File: src/rtl/mem_arbiter.sv
// Two-port memory arbiter: instruction fetch and data ports share one
// single-outstanding memory port, data first with a bounded burst.
module mem_arbiter #(
   parameter int unsigned AW         = 32,
   parameter int unsigned DW         = 32,
   parameter int unsigned MAX_DBURST = 2
) (
   input  logic            clk,
   input  logic            reset_n,
   input  logic            i_req,
   input  logic [AW-1:0]   i_addr,
   output logic            i_gnt,
   output logic            i_rvalid,
   output logic [DW-1:0]   i_rdata,
   input  logic            d_req,
   input  logic            d_we,
   input  logic [DW/8-1:0] d_be,
   input  logic [AW-1:0]   d_addr,
   input  logic [DW-1:0]   d_wdata,
   output logic            d_gnt,
   output logic            d_rvalid,
   output logic [DW-1:0]   d_rdata,
   output logic            m_req,
   output logic            m_we,
   output logic [DW/8-1:0] m_be,
   output logic [AW-1:0]   m_addr,
   output logic [DW-1:0]   m_wdata,
   input  logic            m_ack,
   input  logic [DW-1:0]   m_rdata,
   output logic            busy
);

   localparam int unsigned BW = DW / 8;
   localparam int unsigned CW =
      (MAX_DBURST > 0) ? $clog2(MAX_DBURST + 1) : 1;
   localparam logic [CW-1:0] DMAX = CW'(MAX_DBURST);

   typedef enum logic [1:0] {
      IDLE,
      BUSY_I,
      BUSY_D
   } state_e;

   state_e          state_q, state_d;
   logic [CW-1:0]   dcnt_q, dcnt_d;
   logic            i_win, d_win;

   logic            m_req_q;
   logic            m_we_q;
   logic [BW-1:0]   m_be_q;
   logic [AW-1:0]   m_addr_q;
   logic [DW-1:0]   m_wdata_q;
   logic            i_rvalid_q, d_rvalid_q;
   logic [DW-1:0]   i_rdata_q, d_rdata_q;

   // Winner selection, burst counter and next state
   always_comb begin
      state_d = state_q;
      dcnt_d  = dcnt_q;
      i_win   = 1'b0;
      d_win   = 1'b0;
      unique case (state_q)
         IDLE: begin
            // A starved fetch overrides data once the burst limit is hit
            if (i_req && (!d_req || dcnt_q == DMAX)) begin
               i_win = 1'b1;
            end else if (d_req) begin
               d_win = 1'b1;
            end
            if (i_win) begin
               state_d = BUSY_I;
               dcnt_d  = '0;
            end else if (d_win) begin
               state_d = BUSY_D;
               dcnt_d  = i_req ? dcnt_q + CW'(1) : '0;
            end
         end
         BUSY_I, BUSY_D: begin
            if (m_ack) begin
               state_d = IDLE;
            end
         end
         default: state_d = IDLE;
      endcase
   end

   // Grants are held low while reset is asserted
   assign i_gnt = i_win & reset_n;
   assign d_gnt = d_win & reset_n;

   // State register and burst counter
   always_ff @(posedge clk or negedge reset_n) begin
      if (!reset_n) begin
         state_q <= IDLE;
         dcnt_q  <= '0;
      end else begin
         state_q <= state_d;
         dcnt_q  <= dcnt_d;
      end
   end

   // Memory request capture and response return
   always_ff @(posedge clk or negedge reset_n) begin
      if (!reset_n) begin
         m_req_q    <= 1'b0;
         m_we_q     <= 1'b0;
         m_be_q     <= '0;
         m_addr_q   <= '0;
         m_wdata_q  <= '0;
         i_rvalid_q <= 1'b0;
         d_rvalid_q <= 1'b0;
         i_rdata_q  <= '0;
         d_rdata_q  <= '0;
      end else begin
         i_rvalid_q <= 1'b0;
         d_rvalid_q <= 1'b0;
         if (i_gnt) begin
            m_req_q   <= 1'b1;
            m_we_q    <= 1'b0;
            m_be_q    <= '1;
            m_addr_q  <= i_addr;
            m_wdata_q <= '0;
         end else if (d_gnt) begin
            m_req_q   <= 1'b1;
            m_we_q    <= d_we;
            m_be_q    <= d_be;
            m_addr_q  <= d_addr;
            m_wdata_q <= d_wdata;
         end else if (m_ack && state_q == BUSY_I) begin
            m_req_q    <= 1'b0;
            i_rvalid_q <= 1'b1;
            i_rdata_q  <= m_rdata;
         end else if (m_ack && state_q == BUSY_D) begin
            m_req_q    <= 1'b0;
            d_rvalid_q <= 1'b1;
            d_rdata_q  <= m_we_q ? '0 : m_rdata;
         end
      end
   end

   assign m_req    = m_req_q;
   assign m_we     = m_we_q;
   assign m_be     = m_be_q;
   assign m_addr   = m_addr_q;
   assign m_wdata  = m_wdata_q;
   assign i_rvalid = i_rvalid_q;
   assign i_rdata  = i_rdata_q;
   assign d_rvalid = d_rvalid_q;
   assign d_rdata  = d_rdata_q;
   assign busy     = (state_q != IDLE);

endmodule

File: config.mk
export PLATFORM = sky130hd
export DESIGN_NAME = mem_arbiter
export DESIGN_NICKNAME = d
export VERILOG_FILES = /design/src/rtl/mem_arbiter.sv
export SDC_FILE = /design/constraint.sdc
export NUM_CORES = 1
export LEC_CHECK = 0
export CAP_MARGIN = 20
export CELL_PAD_IN_SITES_DETAIL_PLACEMENT = 1
export CELL_PAD_IN_SITES_GLOBAL_PLACEMENT = 1
export CORE_ASPECT_RATIO = 1.4
export CORE_MARGIN = 10
export CORE_UTILIZATION = 32
export CTS_CLUSTER_SIZE = 14
export DETAILED_ROUTE_END_ITERATION = 16
export GPL_TIMING_DRIVEN = 0
export PLACE_DENSITY = 0.79
export SETUP_SLACK_MARGIN = 0.1
export SYNTH_ARGS = -nofsm -noshare
export SYNTH_HDL_FRONTEND = slang
export SYNTH_SLANG_ARGS = --single-unit
File: constraint.sdc
create_clock -name clk -period 2.45 [get_ports clk]
set_clock_uncertainty 0.15 [all_clocks]
set_input_delay 0.6125 -clock clk [delete_from_list [all_inputs] [get_ports clk]]
set_output_delay 0.6125 -clock clk [all_outputs]
set_load 0.1 [all_outputs]
==> results of run 1 <==
[routing by layer]
| metal | vias to the layer above | GRT usage (%) | share of wire, % |
|---|---|---|---|
| met2 | 184 | 34.2 | 56 |
| met1 | 2456 | 17.4 | 35 |
| li1 | 2205 | - | - |
| met5 | - | 0 | 0 |
| met3 | 25 | 6.10 | 6.8 |
| met4 | 0 | 6.43 | 2.1 |
[sequential cells by signal, indices dropped and copies added, names as in the netlist]
signal    cells
d_rdata      32
d_rvalid      1
dcnt_q        2
i_rdata      32
i_rvalid      1
m_addr       32
m_be          4
m_req         1
m_wdata      32
m_we          1
state_q       2
[critical path: stages, from the launching register on]
cell and delay, ps:
dfrtp_1 380, inv_1 60, ha_2 170, and2b_2 220, or3_4 400, inv_4 80, buf_8 100, buf_12 160
[layout by cell type, fill, tap and decap left out, types with 16 or more instances in the layout]
cell type	n
mux2_2	35
dfrtp_1	140
nor2b_1	32
and2_1	19
buf_4	16
o21ai_0	18
a221o_1	19
clkdlybuf4s50_1	134
a22o_1	33
clkbuf_16	17
mux2_4	29
clkdlybuf4s15_2	135
[cell families (layout without fill, tap and decap cells)]
kind of cell	count (synthesis)	count (layout)	synth area share [%]
multiplexers	65	65	14.1
adder cells (fa/ha/maj)	4	4	0.839
AO/OA/AOI/OAI	92	92	12.4
buffers and inverters	43	365	3.76
flip-flops	140	140	58.8
AND/OR/NAND/NOR	91	91	10.1
[area by class of cell]
type	instances	area [µm²]	share of cell area [%]
Inverter	10	50.0	0.498
Clock inverter	9	110	1.10
Multi-Input combinational cell	252	2270	22.6
Clock buffer	23	488	4.86
Buffer	33	216	2.16
Timing Repair Buffer	290	3100	30.9
Tap cell	244	305	3.04
Sequential cell	140	3500	34.9
[through the flow]
step / utilization [%] / worst slack (ps) / cell area (µm²)
after detailed placement: 49.1 / -1800 / 9060
after global routing: 54.4 / -383 / 10000
final: 54.4 / -304 / 10000
after floorplan: - / 145 / 5970
after global placement: 49.0 / -6980 / 9040
after CTS: 54.1 / -328 / 9980
[worst paths after layout]
kind	to	slack (ps)	depth (start not counted)
setup / recovery	i_gnt	-300	7
hold / removal	m_addr[19]	-80	1
setup reg to reg	i_rdata[29]	270	8
hold reg to reg	m_req	340	2
max in group asynchronous	i_rdata[22]	1530	2
min in group clk	m_req	340	2
[repair_timing]
action                                  CTS  global route
endpoints found under the setup margin  139             4
hold endpoints to repair                 68            68
pin swaps                                 1             1
gates resized for setup                 457             8
buffers inserted                          8             5
==> impl_metrics.tcl, run 1 <==
set metrics [dict create \
    status "complete, but fails checks" \
    violations "negative hold slack, negative setup slack" \
    ys_seq_elements 140 \
    dp_hpwl_mm 17.5 \
    clk_path_buf_depth 2 \
    fp.dieW_um 135 \
    synth_commonest_cells "140 x dfrtp_1, 35 x mux2_2, 33 x a22o_1" \
    core_um2 18500 \
    antenna_found_initial 0 \
    drive_above_1_share_pct 38.7 \
    cp_data_arrival_time_ps 1990 \
    cp.required_ps 1690 \
    diodes 0 \
    numCtsBuffers 17 \
    synth_top_area_share_pct 58.8 \
    finalSetupViolations 2 \
    fin_nets 886 \
    fin_crit_sh_pct 112 \
    synth_cell_type_count 35 \
    fp-row-count 59 \
    cp-start-kind "register" \
    yosys.area.top_type "dfrtp_1" \
    min_period_ps 2750 \
    grt_pass1_vias 5750 \
    hold_viol 68 \
    fp.dieH_um 182 \
    start_util_pct 32.3 \
    insertion_delay_ps 420 \
    cts_root_buf "clkbuf_16" \
    path_clk_slew_ps 60 \
    hold_class "in -> async" \
    clkSinkCount 140 \
    stdcell_count 1001 \
    avgSynthCellArea_um2 13.7 \
    drt_iter0_drc 161 \
    firstDrtPassIters 7 \
    final.setup.worst_slack_ps -304 \
    die_area_um2 24600 \
    gr-total-overflow 0 \
    synth_nets 577 \
    wire_per_inst_um 22.4 \
    r2r_start "state_q[1]" \
    drc 0 \
    synthCells 435 \
    vias 4870 \
    yosysMostFrequentCell "dfrtp_1" \
    vias_per_cell 4.87 \
    netlist_area_um2 5960 \
    ctsHtreeMaxLevel 4 \
    fillers 1867 \
    dp.cells 956 \
    end_kind "primary output" \
    tightest_slew_ps 594 \
    track_usage_pct 18.1 \
    hold_slack_ps -84.0 \
    maxCapViolCount 0 \
    place_congestion 0.860 \
    port-buffer-count 276 \
    max-slew-margin-rel_pct 60.6 \
    antenna_left 0 \
    area_growth_pct 68.5 \
    yosysWarningCount 0 \
    synth_edf_count 0 \
    synthArstFlopShare_pct 100 \
    grt_pass1_wl_mm 34.5 \
    drt-total-wl_mm 22.4 \
    ys_seq_area_share_pct 58.8 \
    startpoint "dcnt_q[0]" \
    io_pins 277 \
    drv_slew 0 \
    crit_fanout 2 \
    synth_area_leaders "dfrtp_1 59%, mux2_4 7.3%, mux2_2 6.6%" \
    setup_tns_ps -576 \
    grt_setup_unrepaired "yes" \
    criticalPathCategory "reg -> out" \
    grt_max_degree 74 \
    max_freq_mhz 363 \
    synth_flop_cell "dfrtp_1" \
    cts_tree "yes" \
]
Power of run 1 is not shown: default switching activity piles up to over one toggle a cycle in this logic, so the estimate is an artifact.
==> inputs of run 2 (changes only) <==
ABC_AREA = 1   (was not set)
CORE_UTILIZATION = 30   (was 32)
==> run 2 against run 1 <==
  * Routed wire length increased by 21%
  * Critical endpoint unchanged
  * Critical path depth increased by 2
  * Fmax increased by 13%
  * Final area increased by 6.9%
  * The flow now finishes without violations
==> impl_metrics.tcl, run 2 <==
set metrics [dict create \
    port-buffer-count 276 \
    ys_seq_elements 140 \
    drt_iter0_drc 258 \
    grt_pass1_vias 7108 \
    vias 6471 \
    die_area_um2 27300 \
    antenna_found_initial 1 \
    hold_class "in -> async" \
    yosysMostFrequentCell "nand2_1" \
    synth_top_area_share_pct 55.5 \
    synthCells 773 \
    crit_fanout 2 \
    finalSetupViolations 0 \
    clkSinkCount 140 \
    grt_pass1_wl_mm 41.6 \
    area_growth_pct 70.0 \
    synth_flop_cell "dfrtp_1" \
    final_common_cell "nand2_1" \
    io_pins 277 \
    yosys.area.top_type "dfrtp_1" \
    synth_edf_count 0 \
    cpPeakStageDelay_ps 380 \
    antenna_left 0 \
    fin_nets 1245 \
    cp-start-kind "register" \
    final_cell_mix "322 x nand2_1, 140 x dfrtp_1, 135 x clkdlybuf4s15_2, 134 x clkdlybuf4s50_1, 68 x nand4_1" \
    max-slew-margin-rel_pct 39.9 \
    cp_top_family "buffers and inverters" \
    cts_tree "yes" \
    maxCapViolCount 0 \
    drt-total-wl_mm 27.2 \
    drc 0 \
    r2r_start "dcnt_q[1]" \
    avgSynthCellArea_um2 8.17 \
    regToRegEndpoint "i_rdata[5]" \
    fp-row-count 62 \
    grt_setup_unrepaired "yes" \
    drv_slew 0 \
    tightest_slew_ps 898 \
    status "finished clean" \
    cts_root_buf "clkbuf_16" \
    core_um2 20600 \
    synth_area_leaders "dfrtp_1 56%, nand2_1 19%, nand4_1 6.7%" \
    dp_hpwl_mm 19.7 \
    path_clk_slew_ps 60 \
    regToRegSetupSlack_ps 210 \
    min_period_ps 2430 \
    cp_num_buf_inv 6 \
    cp_data_arrival_time_ps 1670 \
    fin_crit_sh_pct 99.1 \
    end_kind "primary output" \
    insertion_delay_ps 420 \
    synth_cell_type_count 18 \
    firstDrtPassIters 4 \
    criticalPathCategory "reg -> out" \
    clk_path_buf_depth 2 \
    max_freq_mhz 412 \
    path_cells "inv_2 -> ha_4 -> inv_4 -> nand2_4 -> buf_4 -> nand4_4 -> inv_2 -> buf_6 -> buf_12" \
    synth_commonest_cells "324 x nand2_1, 140 x dfrtp_1, 72 x inv_1" \
    yosysWarningCount 0 \
    startpoint "dcnt_q[0]" \
    path_depth 9 \
    fp.dieW_um 143 \
    hold_viol 0 \
    cp-endpoint "i_gnt" \
    ys_seq_area_share_pct 55.5 \
    netlist_area_um2 6310 \
    drive_above_1_share_pct 22.9 \
    ctsHtreeMaxLevel 4 \
    vias_per_cell 4.71 \
    gr-total-overflow 0 \
    slowest_stage "dfrtp_1" \
    wire_per_inst_um 19.8 \
    track_usage_pct 19.9 \
    grt_max_degree 43 \
    place_congestion 0.821 \
    fp.dieH_um 192 \
    cp.required_ps 1690 \
    numCtsBuffers 17 \
    start_util_pct 30.6 \
    synthArstFlopShare_pct 100 \
    hold_slack_ps 102 \
    worstRegToRegCells 11 \
    path_common_cell "inv_2" \
    synth_nets 915 \
]
## run 2: cells by family (layout without fill, tap and decap cells)
group / count (synthesis) / in the layout / synth area share (%)
adder cells (fa/ha/maj): 4 / 4 / 0.793
AO/OA/AOI/OAI: 7 / 7 / 0.555
other: 0 / 3 / 0
AND/OR/NAND/NOR: 497 / 497 / 34.1
flip-flops: 140 / 140 / 55.5
buffers and inverters: 125 / 468 / 9.02
## run 2: layer usage
| metal | up-vias | wire length (µm) | GRT usage [%] |
|---|---|---|---|
| li1 | 3102 | - | - |
| met1 | 3140 | 9960 | 20.2 |
| met2 | 197 | 14600 | 36.5 |
| met3 | 32 | 2010 | 7.04 |
| met4 | 0 | 600 | 7.20 |
| met5 | - | 0 | 0 |
## run 2: final cells by class
cell class / instances / area [µm²]
clock buffers: 19 / 443
clock inverters: 13 / 164
flip-flops and latches: 140 / 3500
inverters: 74 / 293
multi-input cells: 508 / 2300
plain buffers: 50 / 313
diodes: 3 / 7.51
well taps: 256 / 320
fillers: 2386 / 9900
repair buffers: 312 / 3390
## run 2: timing repair
| action | in CTS | in global routing |
|---|---|---|
| hold buffers | 5 | 0 |
| setup endpoints to repair | 266 | 34 |
| gates resized for setup | 464 | 12 |
| pin swaps | 1 | 2 |
| setup buffers | 21 | 4 |
| hold endpoints to repair | 48 | 0 |
| cloned | 5 | 0 |
## run 2: worst reg2reg max path: stages (launching register included)
cell	delay [ps]
dfrtp_1	410
ha_4	180
inv_4	60
nand2_4	50
buf_4	140
nand4_4	70
buf_4	120
buf_4	210
clkbuf_4	260
buf_2	260
nand4_1	160
nand2_1	110
## run 2: how the worst min path moves through the flow
stage	startpoint	to	slack (ps)	cells past startpoint
after floorplan	reset_n	d_rdata[0]	170	0
after global placement	m_wdata[10]	m_wdata[10]	300	2
final	reset_n	m_wdata[8]	100	2
after detailed placement	i_rdata[13]	i_rdata[13]	310	2
after global routing	reset_n	m_addr[0]	90	2
after CTS	reset_n	m_wdata[8]	100	2
## run 2: metrics by stage
step,setup slack (ps),instance area [µm²],utilization [%],cells,TNS (ps)
2_1_floorplan,142,6310,-,773,0
3_3_place_gp,-7310,9400,45.5,1305,-1606640
3_5_place_dp,-2000,9420,45.7,1306,-66070
4_1_cts,-47.8,10700,51.8,1369,-52.7
5_1_grt,-38.1,10700,52.0,1373,-51.3
6_report,22.0,10700,52.0,1375,0
Power of run 2 is left out for the same reason.
